==> src/rtl/conv_pkg.sv <==
// Shared types and helpers for the convolution window scheduler.
//   state_t : controller states
//   cnt_w   : counter width helper, never returns 0
package conv_pkg;

   typedef enum logic [2:0] {
      IDLE   = 3'd0,
      CLR    = 3'd1,
      FILL   = 3'd2,
      STREAM = 3'd3,
      DONE   = 3'd4
   } state_t;

   // Width needed to hold values 0..n-1; at least one bit.
   function automatic int unsigned cnt_w(input int unsigned n);
      return (n <= 1) ? 1 : $clog2(n);
   endfunction

endpackage

==> src/rtl/conv_window_sched_if.sv <==
// Column handshake, FIFO control and PE-array window bus of the scheduler.
//   master : controller side (drives in_ready, FIFO strobes, window outputs)
//   slave  : environment side (column source, FIFO flags, PE array)
interface conv_window_sched_if
   import conv_pkg::*;
#(
   parameter int unsigned IMG_W = 16
) ();

   localparam int unsigned COL_W = cnt_w(IMG_W);

   logic             in_valid;
   logic             in_ready;
   logic             fifo_wr_en;
   logic             fifo_rd_en;
   logic             fifo_clear;
   logic             fifo_empty;
   logic             pe_stall;
   logic             win_valid;
   logic [COL_W-1:0] col_idx;
   logic             row_done;

   modport master (
      input  in_valid, fifo_empty, pe_stall,
      output in_ready, fifo_wr_en, fifo_rd_en, fifo_clear,
             win_valid, col_idx, row_done
   );

   modport slave (
      output in_valid, fifo_empty, pe_stall,
      input  in_ready, fifo_wr_en, fifo_rd_en, fifo_clear,
             win_valid, col_idx, row_done
   );

endinterface

==> src/rtl/conv_window_sched.sv <==
// Sequences the row FIFO feeding the convolution PE array: clears it at frame
// start, fills it to KSIZE columns, then streams one window column per cycle,
// counting columns per band and bands per frame. Occupancy is tracked locally.
// Ports:
//   clk, rst    : clock, synchronous active-high reset
//   start       : begin a frame (sampled in IDLE only)
//   bus         : column handshake, FIFO strobes/flag, window outputs
//   frame_done  : one-cycle pulse at end of frame
//   busy        : controller not idle
//   err         : sticky, FIFO read issued while FIFO reported empty
module conv_window_sched
   import conv_pkg::*;
#(
   parameter int unsigned RES   = 8,
   parameter int unsigned DEPTH = 4,
   parameter int unsigned KSIZE = 3,
   parameter int unsigned IMG_W = 16,
   parameter int unsigned ROWS  = 4
) (
   input  logic                clk,
   input  logic                rst,
   input  logic                start,
   conv_window_sched_if.master bus,
   output logic                frame_done,
   output logic                busy,
   output logic                err
);

   localparam int unsigned OCC_W = cnt_w(DEPTH + 1);
   localparam int unsigned CNT_W = cnt_w(IMG_W + 1);
   localparam int unsigned ROW_W = cnt_w(ROWS);
   localparam int unsigned COL_W = cnt_w(IMG_W);

   localparam logic [OCC_W-1:0] OCC_DEPTH = OCC_W'(DEPTH);
   localparam logic [OCC_W-1:0] OCC_KSIZE = OCC_W'(KSIZE);
   localparam logic [CNT_W-1:0] CNT_MAX   = CNT_W'(IMG_W);
   localparam logic [CNT_W-1:0] CNT_LAST  = CNT_W'(IMG_W - 1);
   localparam logic [ROW_W-1:0] ROW_LAST  = ROW_W'(ROWS - 1);

   // Reject parameter sets the fill/stream sequencing cannot honour.
   if (DEPTH < KSIZE || IMG_W < KSIZE || KSIZE == 0 || ROWS == 0 || RES == 0) begin : g_cfg_err
      $error("conv_window_sched: invalid parameter set");
   end

   state_t             state_q, state_d;
   logic [OCC_W-1:0]   occ_q, occ_d;
   logic [CNT_W-1:0]   wr_cnt_q;
   logic [CNT_W-1:0]   rd_cnt_q;
   logic [ROW_W-1:0]   row_q;

   logic               fifo_clear_q;
   logic               win_valid_q;
   logic [COL_W-1:0]   col_idx_q;
   logic               row_done_q;
   logic               frame_done_q;
   logic               busy_q;
   logic               err_q;

   logic               in_ready_c;
   logic               wr_en_c;
   logic               rd_en_c;
   logic               last_rd_c;

   // State register.
   always_ff @(posedge clk) begin
      if (rst) begin
         state_q <= IDLE;
      end else begin
         state_q <= state_d;
      end
   end

   // Next state, handshake strobes and occupancy update.
   always_comb begin
      state_d    = state_q;
      in_ready_c = 1'b0;
      wr_en_c    = 1'b0;
      rd_en_c    = 1'b0;
      last_rd_c  = 1'b0;
      occ_d      = occ_q;

      in_ready_c = ((state_q == FILL) || (state_q == STREAM)) &&
                   (occ_q < OCC_DEPTH) && (wr_cnt_q < CNT_MAX);
      wr_en_c    = bus.in_valid && in_ready_c;
      rd_en_c    = (state_q == STREAM) && (occ_q != '0) &&
                   !bus.pe_stall && (rd_cnt_q < CNT_MAX);
      last_rd_c  = rd_en_c && (rd_cnt_q == CNT_LAST);

      // Simultaneous write and read leaves occupancy unchanged.
      unique case ({wr_en_c, rd_en_c})
         2'b10:   occ_d = occ_q + OCC_W'(1);
         2'b01:   occ_d = occ_q - OCC_W'(1);
         default: occ_d = occ_q;
      endcase

      unique case (state_q)
         IDLE:    if (start) state_d = CLR;
         CLR:     state_d = FILL;
         FILL:    if (occ_d >= OCC_KSIZE) state_d = STREAM;
         STREAM: begin
            if (last_rd_c) begin
               state_d = (row_q == ROW_LAST) ? DONE : FILL;
            end
         end
         DONE:    state_d = IDLE;
         default: state_d = IDLE;
      endcase
   end

   // Counters and registered outputs.
   always_ff @(posedge clk) begin
      if (rst) begin
         occ_q        <= '0;
         wr_cnt_q     <= '0;
         rd_cnt_q     <= '0;
         row_q        <= '0;
         fifo_clear_q <= 1'b0;
         win_valid_q  <= 1'b0;
         col_idx_q    <= '0;
         row_done_q   <= 1'b0;
         frame_done_q <= 1'b0;
         busy_q       <= 1'b0;
         err_q        <= 1'b0;
      end else begin
         fifo_clear_q <= (state_q == IDLE) && start;
         frame_done_q <= (state_q == DONE);
         busy_q       <= (state_d != IDLE);
         win_valid_q  <= rd_en_c;
         row_done_q   <= last_rd_c;
         err_q        <= err_q | (rd_en_c & bus.fifo_empty);
         if (rd_en_c) begin
            col_idx_q <= COL_W'(rd_cnt_q);
         end

         if (state_q == CLR) begin
            occ_q    <= '0;
            wr_cnt_q <= '0;
            rd_cnt_q <= '0;
            row_q    <= '0;
         end else begin
            occ_q <= occ_d;
            // Band end restarts the per-band column counters.
            if (last_rd_c) begin
               wr_cnt_q <= '0;
               rd_cnt_q <= '0;
               if (row_q != ROW_LAST) begin
                  row_q <= row_q + ROW_W'(1);
               end
            end else begin
               if (wr_en_c) wr_cnt_q <= wr_cnt_q + CNT_W'(1);
               if (rd_en_c) rd_cnt_q <= rd_cnt_q + CNT_W'(1);
            end
         end
      end
   end

   assign bus.in_ready   = in_ready_c;
   assign bus.fifo_wr_en = wr_en_c;
   assign bus.fifo_rd_en = rd_en_c;
   assign bus.fifo_clear = fifo_clear_q;
   assign bus.win_valid  = win_valid_q;
   assign bus.col_idx    = col_idx_q;
   assign bus.row_done   = row_done_q;
   assign frame_done     = frame_done_q;
   assign busy           = busy_q;
   assign err            = err_q;

endmodule

==> src/flat_wrapper.sv <==
// flat-port wrapper written by rule: the top's interface ports become plain ports
module conv_window_sched_flat import conv_pkg::*;
#(
   parameter int unsigned RES   = 8,
   parameter int unsigned DEPTH = 4,
   parameter int unsigned KSIZE = 3,
   parameter int unsigned IMG_W = 16,
   parameter int unsigned ROWS  = 4
)
  (clk, rst, start, frame_done, busy, err, bus_in_valid, bus_fifo_empty, bus_pe_stall, bus_in_ready, bus_fifo_wr_en, bus_fifo_rd_en, bus_fifo_clear, bus_win_valid, bus_col_idx, bus_row_done);
  conv_window_sched_if #(.IMG_W(IMG_W)) bus_i ();
  input  logic clk;
  input  logic rst;
  input  logic start;
  output logic frame_done;
  output logic busy;
  output logic err;
  input wire logic [$bits(bus_i.in_valid)-1:0] bus_in_valid;
  input wire logic [$bits(bus_i.fifo_empty)-1:0] bus_fifo_empty;
  input wire logic [$bits(bus_i.pe_stall)-1:0] bus_pe_stall;
  output wire logic [$bits(bus_i.in_ready)-1:0] bus_in_ready;
  output wire logic [$bits(bus_i.fifo_wr_en)-1:0] bus_fifo_wr_en;
  output wire logic [$bits(bus_i.fifo_rd_en)-1:0] bus_fifo_rd_en;
  output wire logic [$bits(bus_i.fifo_clear)-1:0] bus_fifo_clear;
  output wire logic [$bits(bus_i.win_valid)-1:0] bus_win_valid;
  output wire logic [$bits(bus_i.col_idx)-1:0] bus_col_idx;
  output wire logic [$bits(bus_i.row_done)-1:0] bus_row_done;
  assign bus_i.in_valid = bus_in_valid;
  assign bus_i.fifo_empty = bus_fifo_empty;
  assign bus_i.pe_stall = bus_pe_stall;
  assign bus_in_ready = bus_i.in_ready;
  assign bus_fifo_wr_en = bus_i.fifo_wr_en;
  assign bus_fifo_rd_en = bus_i.fifo_rd_en;
  assign bus_fifo_clear = bus_i.fifo_clear;
  assign bus_win_valid = bus_i.win_valid;
  assign bus_col_idx = bus_i.col_idx;
  assign bus_row_done = bus_i.row_done;
  conv_window_sched #(.RES(RES), .DEPTH(DEPTH), .KSIZE(KSIZE), .IMG_W(IMG_W), .ROWS(ROWS)) u_core (.clk(clk), .rst(rst), .start(start), .bus(bus_i), .frame_done(frame_done), .busy(busy), .err(err));
endmodule
==> config.mk <==
export PLATFORM = sky130hd
export DESIGN_NAME = conv_window_sched_flat
export DESIGN_NICKNAME = d
export VERILOG_FILES = /design/src/rtl/conv_pkg.sv /design/src/rtl/conv_window_sched_if.sv /design/src/rtl/conv_window_sched.sv /design/src/flat_wrapper.sv
export SDC_FILE = /design/constraint.sdc
export NUM_CORES = 1
export LEC_CHECK = 0
export BUFFER_PORTS_ARGS = -buffer_cell sky130_fd_sc_hd__buf_2
export CORE_ASPECT_RATIO = 1.2
export CORE_MARGIN = 2
export CORE_UTILIZATION = 58
export DETAILED_ROUTE_END_ITERATION = 8
export PLACE_DENSITY = 0.91
export SYNTH_ARGS = -nofsm -noshare
export SYNTH_HDL_FRONTEND = slang
export SYNTH_SLANG_ARGS = --single-unit
==> constraint.sdc <==
create_clock -name clk -period 6.61 [get_ports clk]
set_clock_uncertainty 0.2 [all_clocks]
set_input_delay 1.983 -clock clk [delete_from_list [all_inputs] [get_ports clk]]
set_output_delay 1.983 -clock clk [all_outputs]
set_load 0.03 [all_outputs]
# After elaboration in Yosys (flattened, before gate mapping)
# Cells that the tools add are included.
[op_classes]
addsub = 5
magnitude_cmp = 4
n_eq_ne = 9
muxes = 6
bitwise_logic = 2
reduce_logical = 16
[op_table]
columns = ["cell", "count"]
rows = [
  ["3-bit two-way mux", 4],
  ["3-bit case mux with 4 select lines", 1],
  ["5-bit by 1-bit adder with 5-bit output (second input constant)", 2],
  ["5-bit < comparator (second input constant)", 2],
  ["1-bit logical AND", 8],
  ["3-bit by 2-bit equality test with 1-bit output (second input constant)", 2],
  ["3-bit case mux with 2 select lines", 1],
  ["3-bit nonzero test", 2],
  ["5-bit by 4-bit equality test with 1-bit output (second input constant)", 1],
  ["2-bit equality test (second input constant)", 2],
  ["3-bit by 1-bit adder with 3-bit output (second input constant)", 1],
  ["3-bit by 1-bit equality test with 1-bit output (second input constant)", 1],
  ["3-bit equality test (second input constant)", 1],
  ["3-bit by 2-bit greater-or-equal comparator with 1-bit output (second input constant)", 1],
  ["3-bit logical NOT", 1],
  ["3-bit < comparator (second input constant)", 1],
  ["3-bit OR reduction", 1],
  ["3-bit by 1-bit subtractor with 3-bit output (second input constant)", 1],
  ["2-bit by 1-bit adder with 2-bit output (second input constant)", 1],
  ["2-bit by 1-bit equality test with 1-bit output (second input constant)", 1],
  ["2-bit inequality test (second input constant)", 1],
  ["2-bit AND reduction", 1],
  ["2-bit OR reduction", 1],
  ["1-bit AND", 1],
  ["3 further kinds", 3],
]
[word_totals]
reg_bits = 28
in_bits = 6
out_inout_bits = 13
word_cells = 54

# Depth between registers and ports, before layout
[logic_depth]
depth_word = 11
mapped_depth = 10
mapped_depth_nobuf = 9

# Worst setup path after synthesis
# OpenSTA, ideal clock, no wires.
[synth_path]
path_kind = "input to output"
startpoint = "input bus_pe_stall"
endpoint = "output bus_fifo_rd_en"
arrival_time_ps = 2745
required_time_ps = 4427
path_slack_ps = 1682
cell_stages = 2
path_buffers = 0
path_cell_list = "or4_4 > clkinv_1"
[synth_between]
elab_chain_len = 3
[synth_lines]
columns = ["element", "line_no", "text"]
rows = [
  ["from (decl)", "flat_wrapper.sv:20", "input wire logic [$bits(bus_i.pe_stall)-1:0] bus_pe_stall;"],
  ["1-bit logical NOT", "conv_window_sched.sv:86", "!bus.pe_stall && (rd_cnt_q < CNT_MAX);"],
  ["1-bit logical AND", "conv_window_sched.sv:85", "rd_en_c = (state_q == STREAM) && (occ_q != '0) &&"],
  ["1-bit logical AND", "conv_window_sched.sv:86", ""],
  ["to (decl)", "flat_wrapper.sv:23", "output wire logic [$bits(bus_i.fifo_rd_en)-1:0] bus_fifo_rd_en;"],
]
# Every way passes these cells.

# Final worst setup path
# Ends and elaborated chain as after synthesis.

==> flow_summary.json <==
{
  "cts-root-buf": "clkbuf_4",
  "synth_edf_count": 0,
  "leakage_nw": 0.575,
  "worstMarginPinSlew_ps": 623,
  "cts_hold_buf": 0,
  "ant_nets": 0,
  "place_ws_ps": 1280,
  "synth-seq-cells": 28,
  "gp_congestion": 0.833,
  "crit_path_end_kind": "output port",
  "ctsResizeCount": 0,
  "final_common_cell": "dfxtp_1",
  "post_drt_wl_per_cell_um": 14.1,
  "grt_pass1_vias": 858,
  "cts_tree": "built",
  "chipHeight_um": 53.9,
  "tns_ps": 0,
  "regArea_um2": 561,
  "min_path_type": "flip-flop to flip-flop",
  "n_antenna_cell": 0,
  "cts_setup_buffers": 0,
  "io_pins": 19,
  "ys.warnings.count": 0,
  "drt_iter0_drc": 26,
  "rr_startpoint": "u_core.state_q[1]",
  "critical_path.max_fanout": 13,
  "coreArea_um2": 2000,
  "avgSynthCellArea_um2": 9.05,
  "setup_viol_count_final": 0,
  "cts_inserted_buffers": 3,
  "clockBufferDepth": 2,
  "max_stage_delay_ps": 590,
  "syn_nets": 145,
  "clock-sinks": 28,
  "fp.dieW_um": 45.6,
  "overflow": 0,
  "peakVddDrop_v": 0.000148,
  "finalHoldViolCount": 0,
  "wl_um": 2390,
  "min_period_ps": 5340,
  "grt_use_total": 0.204,
  "setup_slack_ps": 1270,
  "worstPathRequired_ps": 4430,
  "syn_area_um2": 1200,
  "critPathKind": "primary input to output port",
  "multi_input_area_um2": 603,
  "start_util": 0.600,
  "status": "finished clean",
  "grt_max_degree": 17,
  "num_vias": 1015,
  "cp_cell_sequence": "buf_2 > or4_4 > clkinv_1 > buf_2",
  "antenna_found_initial": 0,
  "grt_pass1_wl_um": 3650,
  "cap_violations": 0,
  "rsz0062_at_grt": "false",
  "firstDrtPassIters": 5,
  "area_growth_syn_to_layout_pct": 11.5,
  "finalCritPeriodShare": 0.808,
  "max_slew_margin": 0.579,
  "cp-startpoint": "bus_pe_stall",
  "synthCells": 133,
  "dieArea_um2": 2460,
  "route.detailed.drc": 0,
  "synth-main-ff-cell": "dfxtp_1",
  "port_buffers": 18,
  "fillers": 167,
  "critPathArrivalTime_ps": 3150,
  "std_cell_rows": 18,
  "final_layout_size_suffix_gt1_frac": 0.154,
  "fin_nets": 162,
  "mostFrequentLayoutCells": "28 x dfxtp_1, 18 x buf_2, 17 x nand2_1",
  "start_kind": "primary input",
  "slowest_stage": "or4_4",
  "timing.fmax_mhz": 187,
  "power.density_nw_per_um2": 230,
  "path_common_cell": "buf_2",
  "clkLatencyLatePin_ps": 330,
  "hp-start": "u_core.bus.col_idx[2]",
  "yosysUniqueCellTypes": 35,
  "slew_violations": 0,
  "dp_hpwl_um": 1680,
  "via_per_inst": 6.01,
  "clk_pin_slew_ps": 140,
  "ys_seq_area_frac": 0.466,
  "synthArstFlopShare": 0,
  "htree_levels": 1
}
## per-stage QoR
stage               instances  cell area [um^2]  power [mW]  hold WS [ps]  utilization
finish                    169              1340       0.308           260        0.670
global route              169              1340       0.318           282        0.670
CTS                       169              1340       0.308           262        0.670
detailed placement        165              1290       0.199           243        0.644
global placement          165              1290       0.199           241        0.644
floorplan                 133              1200       0.194           241            -
## sequential cells by signal, indices dropped and copies added (netlist names)
register               count
u_core.bus.win_valid       1
u_core.bus.fifo_clear      1
u_core.rd_cnt_q            5
u_core.busy                1
u_core.state_q             3
u_core.occ_q               3
u_core.err                 1
u_core.bus.row_done        1
u_core.bus.col_idx         4
u_core.wr_cnt_q            5
u_core.row_q               2
u_core.frame_done          1
## worst max-delay path: cells and delay by family
family                 cells  cell delay, ps
buffers and inverters      3             570
AND/OR/NAND/NOR            1             590
## synthesized netlist by cell type (3+ instances only)
master	n	area [um^2]
a21oi_1	13	65.1
nor2_1	15	56.3
nand3b_1	3	22.5
or3_1	3	18.8
xor2_1	4	35.0
a21o_1	3	22.5
o21ai_0	4	20.0
clkbuf_1	3	11.3
nand2_1	17	63.8
dfxtp_1	28	561
nand3_1	3	15.0
ha_1	5	62.6
## worst paths after layout
path | cells past startpoint | to | slack, ps
worst max-delay path | 4 | bus_fifo_rd_en | 1270
worst min-delay path | 2 | u_core.bus.col_idx[2] | 260
worst max register to register | 9 | u_core.state_q[0] | 3310
worst min register to register | 2 | u_core.bus.col_idx[2] | 260
## metal layers
layer | routed length (um) | track usage | vias to the layer above | part of all wire
met1 | 980 | 0.242 | 459 | 0.41
met2 | 1240 | 0.362 | 47 | 0.52
met4 | 38 | 0.0784 | 0 | 0.016
met5 | 0 | 0 | - | 0
li1 | - | - | 502 | -
met3 | 130 | 0.0302 | 7 | 0.054
## power breakdown
group / switching [mW] / internal (mW) / leakage (nW)
logic: 0.0133 / 0.00733 / 0.320
clock network: 0.0507 / 0.0614 / 0.0279
registers: 0.00380 / 0.172 / 0.227
## cell type report
class                      instances  area share
multi-input combinational         96       0.449
timing repair buffer              18      0.0671
sequential                        28       0.418
clock buffer                       3      0.0168
tap                               20      0.0186
clock inverter                     1      0.0224
inverter                           3     0.00839
## cell families (layout without fill, tap and decap cells)
family	Yosys count	after routing	synth area share
buffers and inverters	9	25	0.0333
and+or+nand+nor	57	57	0.248
muxes	2	2	0.0166
adders and majority gates	6	6	0.0686
xor gates and xnor gates	6	6	0.0437
DFF	28	28	0.466
AOI/OAI and AO/OA	25	25	0.124
Note: power is estimated with default switching activity, not from simulation.
